## config.mk

```make
export PLATFORM = sky130hd
export DESIGN_NAME = axi4_wr_arbiter
export DESIGN_NICKNAME = d
export VERILOG_FILES = /design/src/rtl/axi4_wr_arbiter.sv
export SDC_FILE = /design/constraint.sdc
export NUM_CORES = 1
export LEC_CHECK = 0
export BUFFER_PORTS_ARGS = -buffer_cell sky130_fd_sc_hd__buf_4
export CORE_AREA = 4 4 192 194
export CTS_CLUSTER_DIAMETER = 150
export DETAILED_ROUTE_END_ITERATION = 12
export DIE_AREA = 0 0 196 198
export SYNTH_ARGS = -nofsm -noshare
export SYNTH_HDL_FRONTEND = slang
export SYNTH_SLANG_ARGS = --single-unit
```

## constraint.sdc

```tcl
create_clock -name axi_clk -period 6.2 [get_ports axi_clk]
set_input_delay 1.24 -clock axi_clk [delete_from_list [all_inputs] [get_ports axi_clk]]
set_output_delay 1.24 -clock axi_clk [all_outputs]
set_load 0.01 [all_outputs]
```

## src/rtl/axi4_wr_arbiter.sv

```systemverilog
`default_nettype none
// ============================================================================
// Module   : axi4_wr_arbiter
// Purpose  : Round-robin AXI4 write arbiter draining per-channel FWFT FIFOs
//            into rotating per-channel frame buffers.
// Revision : 1.0 - initial release
// ============================================================================
module axi4_wr_arbiter #(
    parameter int          C_CH_NUM    = 2,
    parameter int          C_ID_LEN    = 8,
    parameter int          C_DATA_SIZE = 4,
    parameter int          C_BURST_LEN = 128,
    parameter int          C_BUF_SIZE  = 22,
    parameter int          C_BUF_NUM   = 4,
    parameter logic [31:0] C_BASE_ADDR = 32'h0,
    parameter logic [31:0] C_CH_STRIDE = 32'(2**(C_BUF_SIZE + $clog2(C_BUF_NUM))),
    localparam int         C_DATA_LEN  = 8 * (2**C_DATA_SIZE),
    localparam int         C_IDX_W     = $clog2(C_BUF_NUM)
) (
    input  logic                           axi_clk,
    input  logic                           axi_reset,
    input  logic [C_CH_NUM*9-1:0]          ch_level,
    input  logic [C_CH_NUM-1:0]            ch_eof,
    input  logic [C_CH_NUM*C_DATA_LEN-1:0] ch_rdata,
    output logic [C_CH_NUM-1:0]            ch_ren,
    output logic [C_CH_NUM-1:0]            ch_frame_done,
    output logic [C_CH_NUM*C_IDX_W-1:0]    ch_last_index,
    output logic [C_ID_LEN-1:0]            axi_awid,
    output logic [31:0]                    axi_awaddr,
    output logic [7:0]                     axi_awlen,
    output logic [2:0]                     axi_awsize,
    output logic [1:0]                     axi_awburst,
    output logic                           axi_awvalid,
    input  logic                           axi_awready,
    output logic [C_DATA_LEN-1:0]          axi_wdata,
    output logic [C_DATA_LEN/8-1:0]        axi_wstrb,
    output logic                           axi_wlast,
    output logic                           axi_wvalid,
    input  logic                           axi_wready,
    input  logic [C_ID_LEN-1:0]            axi_bid,
    input  logic [1:0]                     axi_bresp,
    input  logic                           axi_bvalid,
    output logic                           axi_bready,
    output logic                           err_bresp,
    output logic                           err_ovf
);

    localparam int C_SEL_W = (C_CH_NUM > 1) ? $clog2(C_CH_NUM) : 1;
    localparam int C_PTR_W = C_BUF_SIZE + 1;

    typedef enum logic [2:0] {
        S_IDLE      = 3'd0,
        S_ARB       = 3'd1,
        S_ADDR      = 3'd2,
        S_DATA      = 3'd3,
        S_RESP      = 3'd4,
        S_EOF_CLOSE = 3'd5
    } state_t;

    state_t               r_state;
    logic [C_SEL_W-1:0]   r_sel;
    logic [8:0]           r_len;
    logic [8:0]           r_beat;
    logic [C_BUF_SIZE-1:0] r_ptr        [C_CH_NUM];
    logic [C_IDX_W-1:0]   r_wr_index    [C_CH_NUM];
    logic [C_IDX_W-1:0]   r_last_index  [C_CH_NUM];
    logic [C_CH_NUM-1:0]  r_eof_pending;
    logic [C_CH_NUM-1:0]  r_frame_done;
    logic                 r_awvalid;
    logic                 r_wvalid;
    logic                 r_wlast;
    logic                 r_bready;
    logic                 r_err_bresp;
    logic                 r_err_ovf;
    logic [31:0]          r_awaddr;
    logic [7:0]           r_awlen;

    logic [8:0]           w_level       [C_CH_NUM];
    logic [C_CH_NUM-1:0]  w_eligible;
    logic [C_SEL_W-1:0]   w_arb_sel;
    logic                 w_arb_found;
    logic [8:0]           w_sel_level;
    logic [31:0]          w_arb_addr;
    logic [C_PTR_W-1:0]   w_ptr_sum;
    logic                 w_aw_done;
    logic                 w_w_done;
    logic                 w_unused;

    for (genvar gi = 0; gi < C_CH_NUM; gi++) begin : g_ch
        assign w_level[gi]    = ch_level[gi*9 +: 9];
        assign w_eligible[gi] = (w_level[gi] >= 9'(C_BURST_LEN)) || r_eof_pending[gi];
        assign ch_ren[gi]     = r_wvalid && axi_wready && (r_sel == C_SEL_W'(gi));
        assign ch_last_index[gi*C_IDX_W +: C_IDX_W] = r_last_index[gi];
    end

    function automatic logic [C_SEL_W-1:0] f_rr_idx(input logic [C_SEL_W-1:0] base, input int k);
        int v;
        v = int'(base) + k;
        if (v >= C_CH_NUM) v = v - C_CH_NUM;
        return C_SEL_W'(v);
    endfunction

    // Scan farthest-first so the channel nearest after the last served one wins.
    always_comb begin
        w_arb_sel   = r_sel;
        w_arb_found = 1'b0;
        for (int k = C_CH_NUM; k >= 1; k--) begin
            if (w_eligible[f_rr_idx(r_sel, k)]) begin
                w_arb_sel   = f_rr_idx(r_sel, k);
                w_arb_found = 1'b1;
            end
        end
    end

    assign w_sel_level = w_level[w_arb_sel];
    assign w_arb_addr  = C_BASE_ADDR + 32'(w_arb_sel) * C_CH_STRIDE
                       + 32'({r_wr_index[w_arb_sel], r_ptr[w_arb_sel]});
    assign w_ptr_sum   = {1'b0, r_ptr[r_sel]} + (C_PTR_W'(r_len) << C_DATA_SIZE);

    // Each handshake is "done" once its valid is low or drops at this edge.
    assign w_aw_done = !r_awvalid || axi_awready;
    assign w_w_done  = !r_wvalid || (axi_wready && r_wlast);

    assign axi_awid      = '0;
    assign axi_awaddr    = r_awaddr;
    assign axi_awlen     = r_awlen;
    assign axi_awsize    = 3'(C_DATA_SIZE);
    assign axi_awburst   = 2'b01;
    assign axi_awvalid   = r_awvalid;
    assign axi_wdata     = ch_rdata[int'(r_sel)*C_DATA_LEN +: C_DATA_LEN];
    assign axi_wstrb     = '1;
    assign axi_wlast     = r_wlast;
    assign axi_wvalid    = r_wvalid;
    assign axi_bready    = r_bready;
    assign ch_frame_done = r_frame_done;
    assign err_bresp     = r_err_bresp;
    assign err_ovf       = r_err_ovf;
    assign w_unused      = ^axi_bid;

    always_ff @(posedge axi_clk or posedge axi_reset) begin
        if (axi_reset) begin
            r_state       <= S_IDLE;
            r_sel         <= C_SEL_W'(C_CH_NUM - 1);
            r_len         <= '0;
            r_beat        <= '0;
            r_eof_pending <= '0;
            r_frame_done  <= '0;
            r_awvalid     <= 1'b0;
            r_wvalid      <= 1'b0;
            r_wlast       <= 1'b0;
            r_bready      <= 1'b0;
            r_err_bresp   <= 1'b0;
            r_err_ovf     <= 1'b0;
            r_awaddr      <= '0;
            r_awlen       <= '0;
            for (int i = 0; i < C_CH_NUM; i++) begin
                r_ptr[i]        <= '0;
                r_wr_index[i]   <= '0;
                r_last_index[i] <= '0;
            end
        end else begin
            r_frame_done <= '0;
            case (r_state)
                S_IDLE: begin
                    if (|w_eligible) r_state <= S_ARB;
                end
                S_ARB: begin
                    r_sel  <= w_arb_sel;
                    r_beat <= '0;
                    if (!w_arb_found) begin
                        r_state <= S_IDLE;
                    end else if (w_sel_level >= 9'(C_BURST_LEN)) begin
                        r_len     <= 9'(C_BURST_LEN);
                        r_awlen   <= 8'(C_BURST_LEN - 1);
                        r_awaddr  <= w_arb_addr;
                        r_awvalid <= 1'b1;
                        r_wvalid  <= 1'b1;
                        r_wlast   <= 1'b0;
                        r_state   <= S_ADDR;
                    end else if (w_sel_level != 9'd0) begin
                        // Only reachable with eof pending: flush the frame tail.
                        r_len     <= w_sel_level;
                        r_awlen   <= 8'(w_sel_level - 9'd1);
                        r_awaddr  <= w_arb_addr;
                        r_awvalid <= 1'b1;
                        r_wvalid  <= 1'b1;
                        r_wlast   <= (w_sel_level == 9'd1);
                        r_state   <= S_ADDR;
                    end else begin
                        r_state <= S_EOF_CLOSE;
                    end
                end
                S_ADDR, S_DATA: begin
                    if (r_awvalid && axi_awready) r_awvalid <= 1'b0;
                    if (r_wvalid && axi_wready) begin
                        r_beat  <= r_beat + 9'd1;
                        r_wlast <= (({1'b0, r_beat} + 10'd2) == {1'b0, r_len});
                        if (r_wlast) begin
                            r_wvalid <= 1'b0;
                            r_wlast  <= 1'b0;
                        end
                    end
                    if (w_aw_done && w_w_done) begin
                        r_bready <= 1'b1;
                        r_state  <= S_RESP;
                    end else begin
                        r_state <= S_DATA;
                    end
                end
                S_RESP: begin
                    if (axi_bvalid) begin
                        r_ptr[r_sel] <= w_ptr_sum[C_BUF_SIZE-1:0];
                        if (w_ptr_sum[C_BUF_SIZE]) r_err_ovf <= 1'b1;
                        if (axi_bresp != 2'b00) r_err_bresp <= 1'b1;
                        r_bready <= 1'b0;
                        r_state  <= S_IDLE;
                    end
                end
                S_EOF_CLOSE: begin
                    r_last_index[r_sel]  <= r_wr_index[r_sel];
                    r_wr_index[r_sel]    <= r_wr_index[r_sel] + C_IDX_W'(1);
                    r_ptr[r_sel]         <= '0;
                    r_eof_pending[r_sel] <= 1'b0;
                    r_frame_done[r_sel]  <= 1'b1;
                    r_state              <= S_IDLE;
                end
                default: r_state <= S_IDLE;
            endcase
            // A fresh end-of-frame on the same edge as a close re-arms the channel.
            for (int i = 0; i < C_CH_NUM; i++) begin
                if (ch_eof[i]) r_eof_pending[i] <= 1'b1;
            end
        end
    end

endmodule
`default_nettype wire
```

======== Word level (Yosys, flattened, before mapping) ========
Cells that the tools add are included.
storage, ports and cells
  register bits after elaboration ......... 124
  latch bits .............................. 0
  bits in writable memories ............... 0
  memory bits (read-only) ................. 0
  input bits .............................. 291
  output and inout bits ................... 211
  memories kept ........................... 0
cells by class
  add/subtract/negate cells ............... 10
  multipliers ............................. 0
  div/mod/pow operators ................... 0
  order comparisons ....................... 12
  equality and inequality tests ........... 15
  shift-type cells ........................ 1
  mux-type cells .......................... 72
  bitwise logic cells ..................... 7
  reduce and logical (&&, ||, !) cells .... 35
operator list
  kind                    count
  $shiftx A256 B9 Y128    1
  $mux W22                7
  $pmux W44 S2            1
  $mux W32                2
  $mux W9                 6
  $and A44 B44 Y44        1
  $bwmux W44              1
  $mux W44                1
  $not A44 Y44            1
  $ge A9 B8 Y1 const B    3
  $add A25 B24 Y26        1
  $mux W1                 26
  $add A22 B13 Y23        1
  $demux W22 S1           1
  $mux W2                 9
  $mux W3                 6
  $pmux W9 S2             1
  $mux W8                 2
  $ne A2 B2 Y1 const B    7
  $reduce_bool A2 Y1      7
  $pmux W3 S4             1
  $reduce_and A3 Y1       4
  $add A9 B2 Y10 const B  1
  $eq A10 B9 Y1           1
  33 further kinds        60

======== Longest topological paths before layout ========
  word-level depth ........................ 16
  mapped depth ............................ 14
  mapped depth without buffers ............ 10

======== Worst setup path before layout ========
No wires, ideal clock.
  path type ............................... register to register
  start point ............................. reg r_sel
  end point ............................... reg r_ptr[41] in the netlist's numbering
  arrival ................................. 3.462 ns
  path slack .............................. 2.672 ns
  cell stages (with the launch flop) ...... 13
  clock period less this slack ............ 3.528 ns
  path through ............................ dfstp_2 buf_2 buf_2 clkbuf_1 buf_2 mux2_2 ha_1 o21a_1 nor3_1 or2_1 or3b_1 or4_1 nand2_1
between the ends
  cells in the longest elaborated chain, start to end .. 8
  elaborated cells between the ends (all ways) .. 15
RTL lines
  element                                                                RTL line       source
  from (decl)                                                            61             logic [C_SEL_W-1:0] r_sel;
  from (signal assigned)                                                 143            r_sel <= C_SEL_W'(C_CH_NUM - 1);
  from (signal assigned)                                                 168            r_sel <= w_arb_sel;
  $not A1 Y2 (not written as such) (*)                                   118, 212, 222
  $mux W22 (not written as such) (tied with other cells)                 118            assign w_ptr_sum = {1'b0, r_ptr[r_sel]} + (C_PTR_W'(r_len) << C_DATA_SIZE);
  $mux W22 (not written as such) or $logic_and A1 B1 Y1 (tied branches)  118, 212, 222
  $mux W22 (on tied branches)                                            118, 212, 222
  $add A22 B13 Y23 or $demux W22 S1 (tied branches)                      118, 212, 222
  $bwmux W44 or $not A44 Y44 (tied branches)                             --
  $mux W44 or $and A44 B44 Y44 (tied branches)                           --
  $pmux W44 S2 (*)                                                       163            case (r_state)
  to (signal, indexed assignment)                                        212            r_ptr[r_sel] <= w_ptr_sum[C_BUF_SIZE-1:0];
  to (decl)                                                              64             logic [C_BUF_SIZE-1:0] r_ptr [C_CH_NUM];
Mark *: on every way between the ends. The rest lies on a longest branch, timed or not. The select of a mux whose other input is x is not followed.
A chain may end at the register's enable or synchronous reset.

======== Worst setup path after layout ========
  start point ............................. reg r_sel
  end point ............................... out axi_wdata[19]
between the ends
  cells in the longest elaborated chain, start to end .. 1
RTL lines
  element               RTL line  source
  $shiftx A256 B9 Y128  130       assign axi_wdata = ch_rdata[int'(r_sel)*C_DATA_LEN +: C_DATA_LEN];
  to (decl)             35        output logic [C_DATA_LEN-1:0] axi_wdata,
Every way passes these cells.

==> impl_metrics.json <==
{
  "synth_warnings": 0,
  "peakVddDrop_mv": 0.253,
  "synthMuxAreaShare_pct": 24.5,
  "synth_top_family_by_area": "multiplexers",
  "hp-class": "flop to flop",
  "io_pins": 502,
  "dp_cells": 1704,
  "ys_types": 71,
  "clkTransAtPathRegs_ns": 0.06,
  "crit_family": "flip-flops",
  "io_buffers": 457,
  "syn_avg_cell_area_um2": 9.70,
  "rsz0062_at_grt": "no",
  "setup_violations": 0,
  "status": "finished clean",
  "grt_max_degree": 80,
  "grt_pass1_wl_mm": 53.1,
  "cp.arrival_ns": 3.05,
  "reg2reg_depth": 7,
  "antenna_left": 0,
  "dieArea_mm2": 0.0388,
  "routed_wl_mm": 38.5,
  "finalHoldViolCount": 0,
  "max_slew.worst_pin.slew_ns": 1.21,
  "synth_simple_gate_area_share_pct": 13.6,
  "hold_buffers": 0,
  "min_period_ns": 4.29,
  "start_util_pct": 22.7,
  "root_buffer": "clkbuf_16",
  "drtPass1Iterations": 5,
  "cts_buffers": 17,
  "nets": 1568,
  "relSlewSlack_pct": 18.9,
  "fp.dieW_um": 196,
  "cp.depth": 3,
  "crit_chain": "buf_4 -> mux2_2 -> buf_4",
  "postCtsSetupRepairBufs": 0,
  "grt_pass1_vias": 7717,
  "num_vias": 8003,
  "grt_use_total_pct": 18.7,
  "globalplace.congestion": 0.849,
  "area_delta_synth_final_pct": 54.1,
  "p_leak_nw": 6.01,
  "overflow": 0,
  "vias_per_cell": 4.59,
  "synth_fa_ha_area_share_pct": 2.44,
  "fp.coreArea_mm2": 0.0352,
  "drc": 0,
  "ys_seq_area_share_pct": 36.6,
  "crit_path_frequent_cell": "buf_4",
  "htree_levels": 4,
  "cts.sinks": 117,
  "synth_edf_count": 0,
  "cp_max_fo": 79,
  "worst_slack_ns": 1.91,
  "cts_buffer_depth": 2,
  "pre_cts_slack_ns": 1.91,
  "powerDensity_mw_per_mm2": 377,
  "syn-cell-area_mm2": 0.00801,
  "drtIter0Drc": 563,
  "rows": 69,
  "synth-xor-area-share_pct": 3.06,
  "ys_ff_latch": 117,
  "worstSetupEndpointType": "output port",
  "hpwl_mm": 32.6,
  "finClkSkew_ns": 0.00653,
  "drive_gt1_share_pct": 50.4,
  "synth-main-ff-cell": "dfrtp_1",
  "worst-endpoint-required_ns": 4.96,
  "cpPeakStageDelay_ns": 1.23,
  "cp_slowest_cell": "dfstp_4",
  "hold_depth": 2,
  "cts_tree": "yes",
  "path_buf_inv": 2,
  "fmax_ghz": 0.233,
  "wl_per_cell_um": 22.1,
  "period_share_pct": 69.1,
  "antenna_found_initial": 34,
  "crit_type": "flop to output port",
  "whs_ns": 0.477,
  "synth_compound_area_share_pct": 13.2,
  "synthCells": 826,
  "synthArstFlopShare_pct": 100,
  "setup_tns_ns": 0,
  "die_h_um": 198,
  "final_util_pct": 35.0,
  "slew_violations": 0,
  "ctsResizeCount": 0,
  "insertion_delay_ns": 0.42,
  "maxCapViolCount": 0,
  "start_kind": "flop",
  "stdcell_count": 1745
}
[power by group]
group	total, mW	switching [mW]	internal [mW]
Clock	1.00	0.397	0.608
Combinational	2.39	1.18	1.22
Sequential	1.26	0.295	0.966
Total	4.66	1.87	2.79
[flip-flops by register name, indices dropped and copies added (netlist names), 2 cells and up]
register       cells
r_wr_index         4
r_len              9
r_eof_pending      2
ch_frame_done      2
axi_awlen          8
ch_last_index      4
r_ptr             44
axi_awaddr        25
r_beat             9
r_state            3
[cells in the mapped netlist, types with 13 or more instances]
library cell | count | area [um^2]
clkbuf_1 | 20 | 75.1
mux2_2 | 138 | 1550
buf_2 | 19 | 95.1
o21ai_1 | 27 | 135
mux2i_1 | 38 | 380
ha_1 | 14 | 175
nand3_1 | 21 | 105
nand2_1 | 94 | 353
o21ai_0 | 29 | 145
xnor2_1 | 15 | 131
nor2_1 | 46 | 173
buf_4 | 37 | 278
a21oi_1 | 23 | 115
xor2_1 | 13 | 114
dfrtp_1 | 116 | 2900
[routing by layer]
metal	track usage, %	up-vias	part of all wire, %
met1	24.3	3733	42
met5	0	-	0.52
met4	3.49	30	1.7
met2	25.5	387	40
met3	13.2	61	15
li1	-	3792	-
[logic make-up after synthesis]
logic type                 Yosys count
muxes                              178
adders and majority gates           15
xor gates and xnor gates            28
AOI/OAI and AO/OA                  160
and+or+nand+nor                    232
buffers and inverters               94
other                                2
DFF                                117
[per-stage QoR]
stage / power (mW) / cell area (um^2)
floorplan: 2.68 / 8140
global placement: 3.64 / 11700
detailed placement: 3.67 / 11700
CTS: 4.70 / 12300
global route: 4.97 / 12300
finish: 4.66 / 12300
[layout by cell type, fill, tap and decap left out, types with 4 or more instances in the layout]
cell type	instances
xor2_1	13
diode_2	9
ha_1	14
a31oi_1	10
clkbuf_16	17
and3_1	7
a21o_1	9
nor2_1	46
o21ai_0	29
inv_6	7
mux2_2	138
mux2i_1	38
o21ai_1	27
inv_1	11
buf_4	463
a22o_1	11
a21oi_1	23
dfrtp_1	116
conb_1	36
nand2_1	94
nand2b_1	7
nand3_1	21
o21a_1	7
nand4_1	5
nor3_1	12
or3_1	4
nor2b_1	8
xnor2_1	15
o31ai_1	12
and2_1	8
[worst min-delay path, stage by stage (launching register included)]
cell     delay (ns)
dfrtp_1        0.34
nand2_1        0.05
nand2_1        0.05
[cell type report]
| cell class | instances | area [um^2] |
|---|---|---|
| Fill cell | 3633 | 22900 |
| Tap cell | 461 | 577 |
| Clock buffer | 17 | 425 |
| Antenna cell | 9 | 22.5 |
| Multi-Input combinational cell | 649 | 4680 |
| Timing Repair Buffer | 463 | 3480 |
| Sequential cell | 117 | 2930 |
| Clock inverter | 15 | 178 |
| Inverter | 14 | 55.1 |
[path summary, 6_finish.rpt]
| kind | end | slack (ns) | startpoint |
|---|---|---|---|
| min | ch_last_index[3]$_DFFE_PP0P_ | 0.48 | ch_last_index[3]$_DFFE_PP0P_ |
| min in group asynchronous | axi_awaddr[20]$_DFFE_PP0P_ | 1.01 | axi_reset |
| min reg2reg | ch_last_index[3]$_DFFE_PP0P_ | 0.48 | ch_last_index[3]$_DFFE_PP0P_ |
| max in group asynchronous | r_ptr[16]$_DFFE_PP0P_ | 4.06 | axi_reset |
| max | axi_wdata[19] | 1.91 | r_sel$_DFFE_PP1P_ |
| max reg2reg | axi_awaddr[2]$_DFFE_PP0P_ | 2.03 | r_sel$_DFFE_PP1P_ |
No activity file was read; power rests on OpenSTA's default activity.
